File: src/rtl/midi_pkg.sv
// Shared MIDI constants and the message-level FSM state type used by the MIDI transmitter.
package midi_pkg;

    localparam int         MIDI_BAUD = 31250;
    localparam logic [3:0] NOTE_ON   = 4'h9;
    localparam logic [3:0] NOTE_OFF  = 4'h8;

    typedef enum logic [2:0] {
        IDLE,
        LOAD,
        SEND_STATUS,
        SEND_NOTE,
        SEND_VEL,
        DONE
    } midi_tx_state_t;

endpackage

File: src/rtl/uart_transmit.sv
// 8N1 serial byte transmitter: start bit, eight data bits LSB first, stop bit,
// each held for INPUT_CLOCK_FREQ/BAUD_RATE clock cycles.
module uart_transmit
    import midi_pkg::*;
#(
    parameter int INPUT_CLOCK_FREQ = 100_000_000,
    parameter int BAUD_RATE        = MIDI_BAUD
) (
    input  logic       clk_in,
    input  logic       rst_in,
    input  logic       trigger_in,
    input  logic [7:0] data_byte_in,
    output logic       busy_out,
    output logic       done_out,
    output logic       tx_wire_out
);

    localparam int            BIT_PERIOD = INPUT_CLOCK_FREQ / BAUD_RATE;
    localparam int            CW         = (BIT_PERIOD > 2) ? $clog2(BIT_PERIOD) : 1;
    localparam logic [CW-1:0] LAST_CNT   = CW'(BIT_PERIOD - 1);

    logic [CW-1:0] baud_cnt;
    logic [3:0]    bit_idx;
    logic [7:0]    shift;

    // bit_idx 0 is the start bit, 1..8 the data bits, 9 the stop bit
    always_ff @(posedge clk_in or posedge rst_in) begin
        if (rst_in) begin
            tx_wire_out <= 1'b1;
            busy_out    <= 1'b0;
            done_out    <= 1'b0;
            baud_cnt    <= '0;
            bit_idx     <= 4'd0;
            shift       <= 8'h00;
        end else begin
            done_out <= 1'b0;
            if (!busy_out) begin
                if (trigger_in) begin
                    busy_out    <= 1'b1;
                    tx_wire_out <= 1'b0;
                    shift       <= data_byte_in;
                    baud_cnt    <= '0;
                    bit_idx     <= 4'd0;
                end
            end else if (baud_cnt == LAST_CNT) begin
                baud_cnt <= '0;
                if (bit_idx == 4'd9) begin
                    busy_out    <= 1'b0;
                    done_out    <= 1'b1;
                    tx_wire_out <= 1'b1;
                end else begin
                    bit_idx <= bit_idx + 4'd1;
                    if (bit_idx == 4'd8) begin
                        tx_wire_out <= 1'b1;
                    end else begin
                        tx_wire_out <= shift[0];
                        shift       <= {1'b0, shift[7:1]};
                    end
                end
            end else begin
                baud_cnt <= baud_cnt + 1'b1;
            end
        end
    end

endmodule

File: src/rtl/midi_encode.sv
// MIDI note-on/note-off transmitter: captures one event, frames it as status/note/velocity
// bytes (optionally with running status) and shifts them out through uart_transmit.
module midi_encode
    import midi_pkg::*;
#(
    parameter int INPUT_CLOCK_FREQ      = 100_000_000,
    parameter int BAUD_RATE             = MIDI_BAUD,
    parameter int RUNNING_STATUS        = 0,
    parameter int STATUS_REFRESH_CYCLES = 30_000_000
) (
    input  logic       clk_in,
    input  logic       rst_in,
    input  logic       data_valid_in,
    input  logic       status_in,
    input  logic [3:0] channel_in,
    input  logic [7:0] note_in,
    input  logic [7:0] velocity_in,
    output logic       ready_out,
    output logic       msg_done_out,
    output logic       midi_data_out
);

    localparam int            RW          = $clog2(STATUS_REFRESH_CYCLES + 1);
    localparam logic [RW-1:0] REFRESH_MAX = RW'(STATUS_REFRESH_CYCLES);

    midi_tx_state_t state;
    logic [7:0]     status_q;
    logic [7:0]     note_q;
    logic [7:0]     vel_q;
    logic [7:0]     last_status;
    logic           last_valid;
    logic [7:0]     tx_byte;
    logic           tx_trigger;
    logic           tx_busy;
    logic           tx_done;
    logic [RW-1:0]  refresh_cnt;
    logic           accept;
    logic           skip_status;

    assign accept      = data_valid_in && ready_out;
    assign skip_status = (RUNNING_STATUS != 0) && last_valid && (last_status == status_q)
                         && (refresh_cnt < REFRESH_MAX);

    // DONE keeps ready_out high, so a waiting event can be captured there as well as in IDLE
    always_ff @(posedge clk_in or posedge rst_in) begin
        if (rst_in) begin
            state        <= IDLE;
            ready_out    <= 1'b1;
            msg_done_out <= 1'b0;
            tx_trigger   <= 1'b0;
            tx_byte      <= 8'h00;
            status_q     <= 8'h00;
            note_q       <= 8'h00;
            vel_q        <= 8'h00;
            last_status  <= 8'h00;
            last_valid   <= 1'b0;
        end else begin
            tx_trigger   <= 1'b0;
            msg_done_out <= 1'b0;
            case (state)
                IDLE, DONE: begin
                    state <= IDLE;
                    if (accept) begin
                        status_q <= {status_in ? NOTE_ON : NOTE_OFF, channel_in};
                        note_q   <= note_in & 8'h7F;
                        vel_q    <= velocity_in & 8'h7F;
                        if ((note_in & 8'h7F) != 8'h00) begin
                            state     <= LOAD;
                            ready_out <= 1'b0;
                        end
                    end
                end
                LOAD: begin
                    tx_trigger <= 1'b1;
                    if (skip_status) begin
                        tx_byte <= note_q;
                        state   <= SEND_NOTE;
                    end else begin
                        tx_byte <= status_q;
                        state   <= SEND_STATUS;
                    end
                end
                SEND_STATUS: begin
                    if (tx_done && !tx_busy) begin
                        tx_trigger <= 1'b1;
                        tx_byte    <= note_q;
                        state      <= SEND_NOTE;
                    end
                end
                SEND_NOTE: begin
                    if (tx_done && !tx_busy) begin
                        tx_trigger <= 1'b1;
                        tx_byte    <= vel_q;
                        state      <= SEND_VEL;
                    end
                end
                SEND_VEL: begin
                    if (tx_done && !tx_busy) begin
                        state        <= DONE;
                        msg_done_out <= 1'b1;
                        ready_out    <= 1'b1;
                        last_status  <= status_q;
                        last_valid   <= 1'b1;
                    end
                end
                default: state <= IDLE;
            endcase
        end
    end

    // Age of the last transmitted status byte; saturates once running status has gone stale
    always_ff @(posedge clk_in or posedge rst_in) begin
        if (rst_in) begin
            refresh_cnt <= '0;
        end else if (state == LOAD && !skip_status) begin
            refresh_cnt <= '0;
        end else if (refresh_cnt < REFRESH_MAX) begin
            refresh_cnt <= refresh_cnt + 1'b1;
        end
    end

    uart_transmit #(
        .INPUT_CLOCK_FREQ(INPUT_CLOCK_FREQ),
        .BAUD_RATE       (BAUD_RATE)
    ) u_tx (
        .clk_in      (clk_in),
        .rst_in      (rst_in),
        .trigger_in  (tx_trigger),
        .data_byte_in(tx_byte),
        .busy_out    (tx_busy),
        .done_out    (tx_done),
        .tx_wire_out (midi_data_out)
    );

endmodule

File: config.mk
export PLATFORM = sky130hd
export DESIGN_NAME = midi_encode
export DESIGN_NICKNAME = d
export VERILOG_FILES = /design/src/rtl/midi_pkg.sv /design/src/rtl/uart_transmit.sv /design/src/rtl/midi_encode.sv
export SDC_FILE = /design/constraint.sdc
export NUM_CORES = 1
export LEC_CHECK = 0
export CAP_MARGIN = 30
export CORE_ASPECT_RATIO = 1.2
export CORE_MARGIN = 5
export CORE_UTILIZATION = 45
export CTS_BUF_LIST = sky130_fd_sc_hd__clkbuf_16
export CTS_CLUSTER_SIZE = 25
export DETAILED_ROUTE_END_ITERATION = 8
export PLACE_DENSITY = 0.76
export SLEW_MARGIN = 25
export SYNTH_ARGS = -nofsm -noshare
export SYNTH_HDL_FRONTEND = slang
export SYNTH_SLANG_ARGS = --single-unit
export TNS_END_PERCENT = 1
File: constraint.sdc
create_clock -name clk_in -period 2.2 [get_ports clk_in]
set_input_delay 0.44 -clock clk_in [delete_from_list [all_inputs] [get_ports clk_in]]
set_output_delay 0.44 -clock clk_in [all_outputs]
set_load 0.02 [all_outputs]
Word-level counts from Yosys, hierarchy flattened. Cells that the tools add are included.

Add/subtract/negate cells: 2. Equal/unequal tests: 16. Muxes and demuxes: 41. Reduce and logical (&&, ||, !) cells: 17.

Operator list (count): 8-bit 2-to-1 mux (7); 12-bit 2-to-1 mux (3); 8-bit case mux with 3 select lines (1); 1-bit 2-to-1 mux (20); 4-bit 2-to-1 mux (4); 2-bit != test, second input constant (8); 3-bit case mux with 5 select lines (1); 12-bit by 1-bit adder with 12-bit output, second input constant (1); 12-bit equality test, second input constant (1); 3-bit 2-to-1 mux (3); 3-bit AND reduction (3); 4-bit equality test, second input constant (2); 4-bit AND reduction (2); 8-bit nonzero test (1); 3-bit by 2-bit equality test with 1-bit output, second input constant (2); 3-bit equality test, second input constant (2); 4-bit by 1-bit adder with 4-bit output, second input constant (1); 1-bit case mux with 2 select lines (2); 2-bit AND reduction (2); 2-bit nonzero test (2); 2-bit OR reduction (2); 3-bit by 1-bit equality test with 1-bit output, second input constant (1); 3-bit logical NOT (1); 3-bit nonzero test (1); 2 further kinds (3).

Register bits: 63. Bits of input ports: 24. Output and inout bits: 3. Word-level logic and storage cells: 90.

Longest topological paths before layout.
Word-level depth: 5. Depth in mapped cells: 6. Depth with buffers taken out: 5.

Hierarchy. From an unflattened synthesis, not the netlist that was laid out.

Cell total of the unflattened synthesis: 260. Area total of the unflattened synthesis: 2990.4 µm².

By module, submodules not included: midi_encode (times used 1, cells an instance 117, area an instance 1534.0 µm², sequential area each 852.1 µm²); uart_transmit (times used 1, cells an instance 143, area an instance 1456.4 µm², sequential area each 676.9 µm²).

Worst setup path before layout. OpenSTA, ideal clock, no wires.

Path kind: register -> register. Start: register u_tx.baud_cnt[0]. End: register u_tx.bit_idx[0]. Library setup time: 0.121 ns. Arrival: 1.613 ns. Data required time: 2.079 ns. Slack: 0.467 ns. Stages on the path, launching flop included: 7. Path buffers: 1. Period minus slack after synthesis: 1.733 ns. Cells stage by stage: dfrtp_1 > ha_1 > nand2_1 > o41ai_4 > buf_4 > a21oi_1 > a41o_1.

Longest elaborated chain between the ends: 3.

RTL lines: start, declared (RTL line uart_transmit.sv:22) `logic [CW-1:0] baud_cnt;`; start signal, assigned (RTL line uart_transmit.sv:61) `baud_cnt <= baud_cnt + 1'b1;`; 12-bit equality test (RTL line uart_transmit.sv:45) `end else if (baud_cnt == LAST_CNT) begin`; 2-bit != test (no line); 3-bit AND reduction (no line); end signal, assigned (RTL line uart_transmit.sv:52) `bit_idx <= bit_idx + 4'd1;`; end, declared (RTL line uart_transmit.sv:23) `logic [3:0] bit_idx;`.

Every way passes these cells. A chain may end at the register's enable or synchronous reset.

Worst setup path after layout.
Start: register u_tx.baud_cnt[7]. End: register u_tx.baud_cnt[5].

Longest elaborated chain between the ends: 3.

RTL lines: 12-bit equality test (RTL line uart_transmit.sv:45); 12-bit 2-to-1 mux (RTL line uart_transmit.sv:45); 12-bit 2-to-1 mux (RTL line uart_transmit.sv:37) `if (!busy_out) begin`.

Every way passes these cells.

==> impl_metrics.ini <==
[grt]
grt_pass1_wl_um = 10430
grt_usage_pct = 15.74
antenna_found_initial = 0
globalRouteOverflowTotal = 0
grt_max_degree = 62
grt_pass1_vias = 2207

[power]
p_sw_share_pct = 19.06
p_sw_mw = 0.5026
pwr-share-clk_pct = 54.9
vdd_ir_drop_max_v = 0.0004292
comb_power_share_pct = 2.4
power_mw = 2.637
p_leak_nw = 1.664
seqPwrFrac_pct = 42.6
internal_power_mw = 2.134
pwr_density_cell_nw_per_um2 = 725.7

[sta]
tightest_slew_ns = 0.5052
rsz0062_at_grt = no
setup-violations-final = 0
period_needed_ns = 1.938
max_freq_mhz = 515.9
hold_violations = 0
skew_ns = 0.002853
min_period_over_period_pct = 88.11
slew_headroom_pct = 66.07
slew_viol_final = 0
setup_tns_ns = 0

[detailed_routing]
antenna_left = 0
drt_pass1_iterations = 4
routed-via-count = 2042
drt-total-wl_um = 5872
drc = 0
drt-initial-drc-count = 77
viasPerCell = 5.534
wl_per_cell_um = 15.91

[placement]
place.gp.congestion = 0.7977
portBuffers = 24
hpwl_um = 3991
dp.cells = 353

[logic_synthesis]
synth.area.top_cells = dfrtp_1 50%, mux2_2 13%, nand2_1 2.8%
synthCells = 244
avgSynthCellArea_um2 = 11.98
ys.flop_type = dfrtp_1
netlist.area_leader.share_pct = 50.49
yosysWarnings = 0
async_flop_share_pct = 100.0
syn_nets = 272
ys_ff_latch = 61
netlist-cell-type-count = 55
ys_seq_area_share_pct = 52.29
netlist_area_um2 = 2924
synth_edf_count = 0
synth_top_area_cell = dfrtp_1

[layout]
final_cells = 369
nNetsFinal = 307
fillCellCount = 539
area_growth_pct = 24.26
drive_gt1_share_pct = 24.30
n_antenna_cell = 0

[floorplanning]
fp.dieW_um = 83.59
dieArea_um2 = 8217
core_area_um2 = 6366
io_pins = 27
die_y_um = 98.31
core.rowCount = 32
start_util_pct = 45.93

[setup_path]
crit_arrival_ns = 2.14
reg2regPathDepth = 5
cp-start-kind = register
worstSetupEndpointType = register
cp_max_fo = 11
path_class = register to register
crit_required_ns = 2.41

[clock_tree]
insertion_delay_ns = 0.32
cts_tree = yes
cts-root-buf = clkbuf_16
cts_max_path_buffers = 2
cts_resized = 0
cts.sinks = 61
htree_levels = 3
cts_hold_buf = 0
clk_pin_slew_ns = 0.05
numCtsBuffers = 9
post_cts_buffers = 0

[status]
status = completed

[worst_hold_path]
hold_depth = 2
worstHoldPathType = register to register

[job]
maxCapViolCount = 0
[worst max-delay path: stages (launching register included)]
cell       delay [ns]
dfrtp_1          0.45
nand4bb_1        0.41
o41ai_4          0.38
buf_4            0.24
o21ai_0          0.10
a22o_1           0.24
[per-layer routing]
layer	GRT usage, %	part of all wire (%)	vias to the layer above
li1	-	-	980
met4	6.436	2.0	0
met5	0	0	-
met2	27.50	52	40
met1	18.36	42	1011
met3	3.966	4.1	11
[flip-flops by register name (all words and copies together), names as in the netlist]
register,cells
u_tx.busy_out,1
tx_trigger,1
state,3
u_tx.bit_idx,4
note_q,7
ready_out,1
status_q,6
msg_done_out,1
u_tx.baud_cnt,12
u_tx.done_out,1
u_tx.shift,8
tx_byte,8
u_tx.tx_wire_out,1
vel_q,7
[power groups by stage]
stage               combinational, mW  sequential (mW)  clock (mW)
finish                         0.0646             1.12        1.45
floorplan                      0.0170             1.14           0
detailed placement             0.0673             1.14           0
CTS                            0.0670             1.12        1.47
global route                   0.0722             1.12        1.52
global placement               0.0660             1.14           0
[area by class of cell]
type / instances / area, um2 / area share (%)
Clock buffer: 9 / 225.2 / 6.198
Inverter: 7 / 26.28 / 0.7231
Timing Repair Buffer: 32 / 325.3 / 8.953
Clock inverter: 7 / 81.33 / 2.238
Sequential cell: 61 / 1529 / 42.08
Multi-Input combinational cell: 168 / 1340 / 36.88
Tap cell: 85 / 106.4 / 2.927
[placed cells by master (no fill, tap or decap), drive strengths merged, types with 4 or more instances in the layout]
cell type	synthesis	final
a21o	4	4
a21oi	4	4
a22o	5	5
and3	4	4
buf	5	8
clkbuf	3	9
clkdlybuf4s50	0	24
clkinv	0	4
dfrtp	59	59
ha	4	4
inv	7	8
mux2	33	33
mux2i	7	7
nand2	22	22
nand3	5	5
nor2	12	12
nor3	5	5
nor4	4	4
o21ai	13	13
o221a	4	4
[synthesized netlist by cell type (2+ instances only)]
cell type	count
o21bai_1	2
o221a_2	4
buf_2	3
nor3_1	5
ha_1	4
o21ai_0	13
a22o_1	5
nor2_1	12
nand3_1	4
nand2_1	22
and3_1	4
clkbuf_1	3
dfstp_2	2
mux2i_1	7
inv_1	7
and4b_1	2
mux2_2	33
o31ai_1	2
nor4_1	2
nor3b_1	2
nand4_1	2
xnor2_1	2
a21o_1	4
dfrtp_1	59
a21oi_1	4
nand2b_1	3
a41o_1	2
nor2b_1	3
[final timing paths]
kind	start	end	slack, ns
setup / recovery	u_tx.baud_cnt[7]	u_tx.baud_cnt[5]	0.26
hold / removal	u_tx.tx_wire_out	u_tx.tx_wire_out	0.48
setup reg to reg	u_tx.baud_cnt[7]	u_tx.baud_cnt[5]	0.26
hold reg to reg	u_tx.tx_wire_out	u_tx.tx_wire_out	0.48
max in group asynchronous	rst_in	u_tx.tx_wire_out	1.38
min in group asynchronous	rst_in	u_tx.baud_cnt[5]	0.50
[through the flow]
stage          utilization (%)  area [um2]  setup slack, ns  hold slack (ns)
2_1_floorplan                -        2924           0.2503           0.4400
3_3_place_gp             52.26        3327          0.06111           0.4530
3_5_place_dp             52.26        3327          0.02024           0.4786
4_1_cts                  57.08        3633           0.2496           0.4861
5_1_grt                  57.08        3633           0.1250           0.5088
6_report                 57.08        3633           0.2616           0.4831
[kinds of logic (layout without fill, tap and decap cells)]
family          count (synthesis)  in the layout  share of synthesized area [%]
flops                          61             61                          52.29
mux                            40             40                          15.11
buf+inv                        15             55                          2.182
fa+ha+maj                       4              4                          1.712
simple gates                   72             72                          14.68
compound gates                 49             49                          13.14
xor+xnor                        3              3                         0.8988
(Power assumes the default switching activity.)
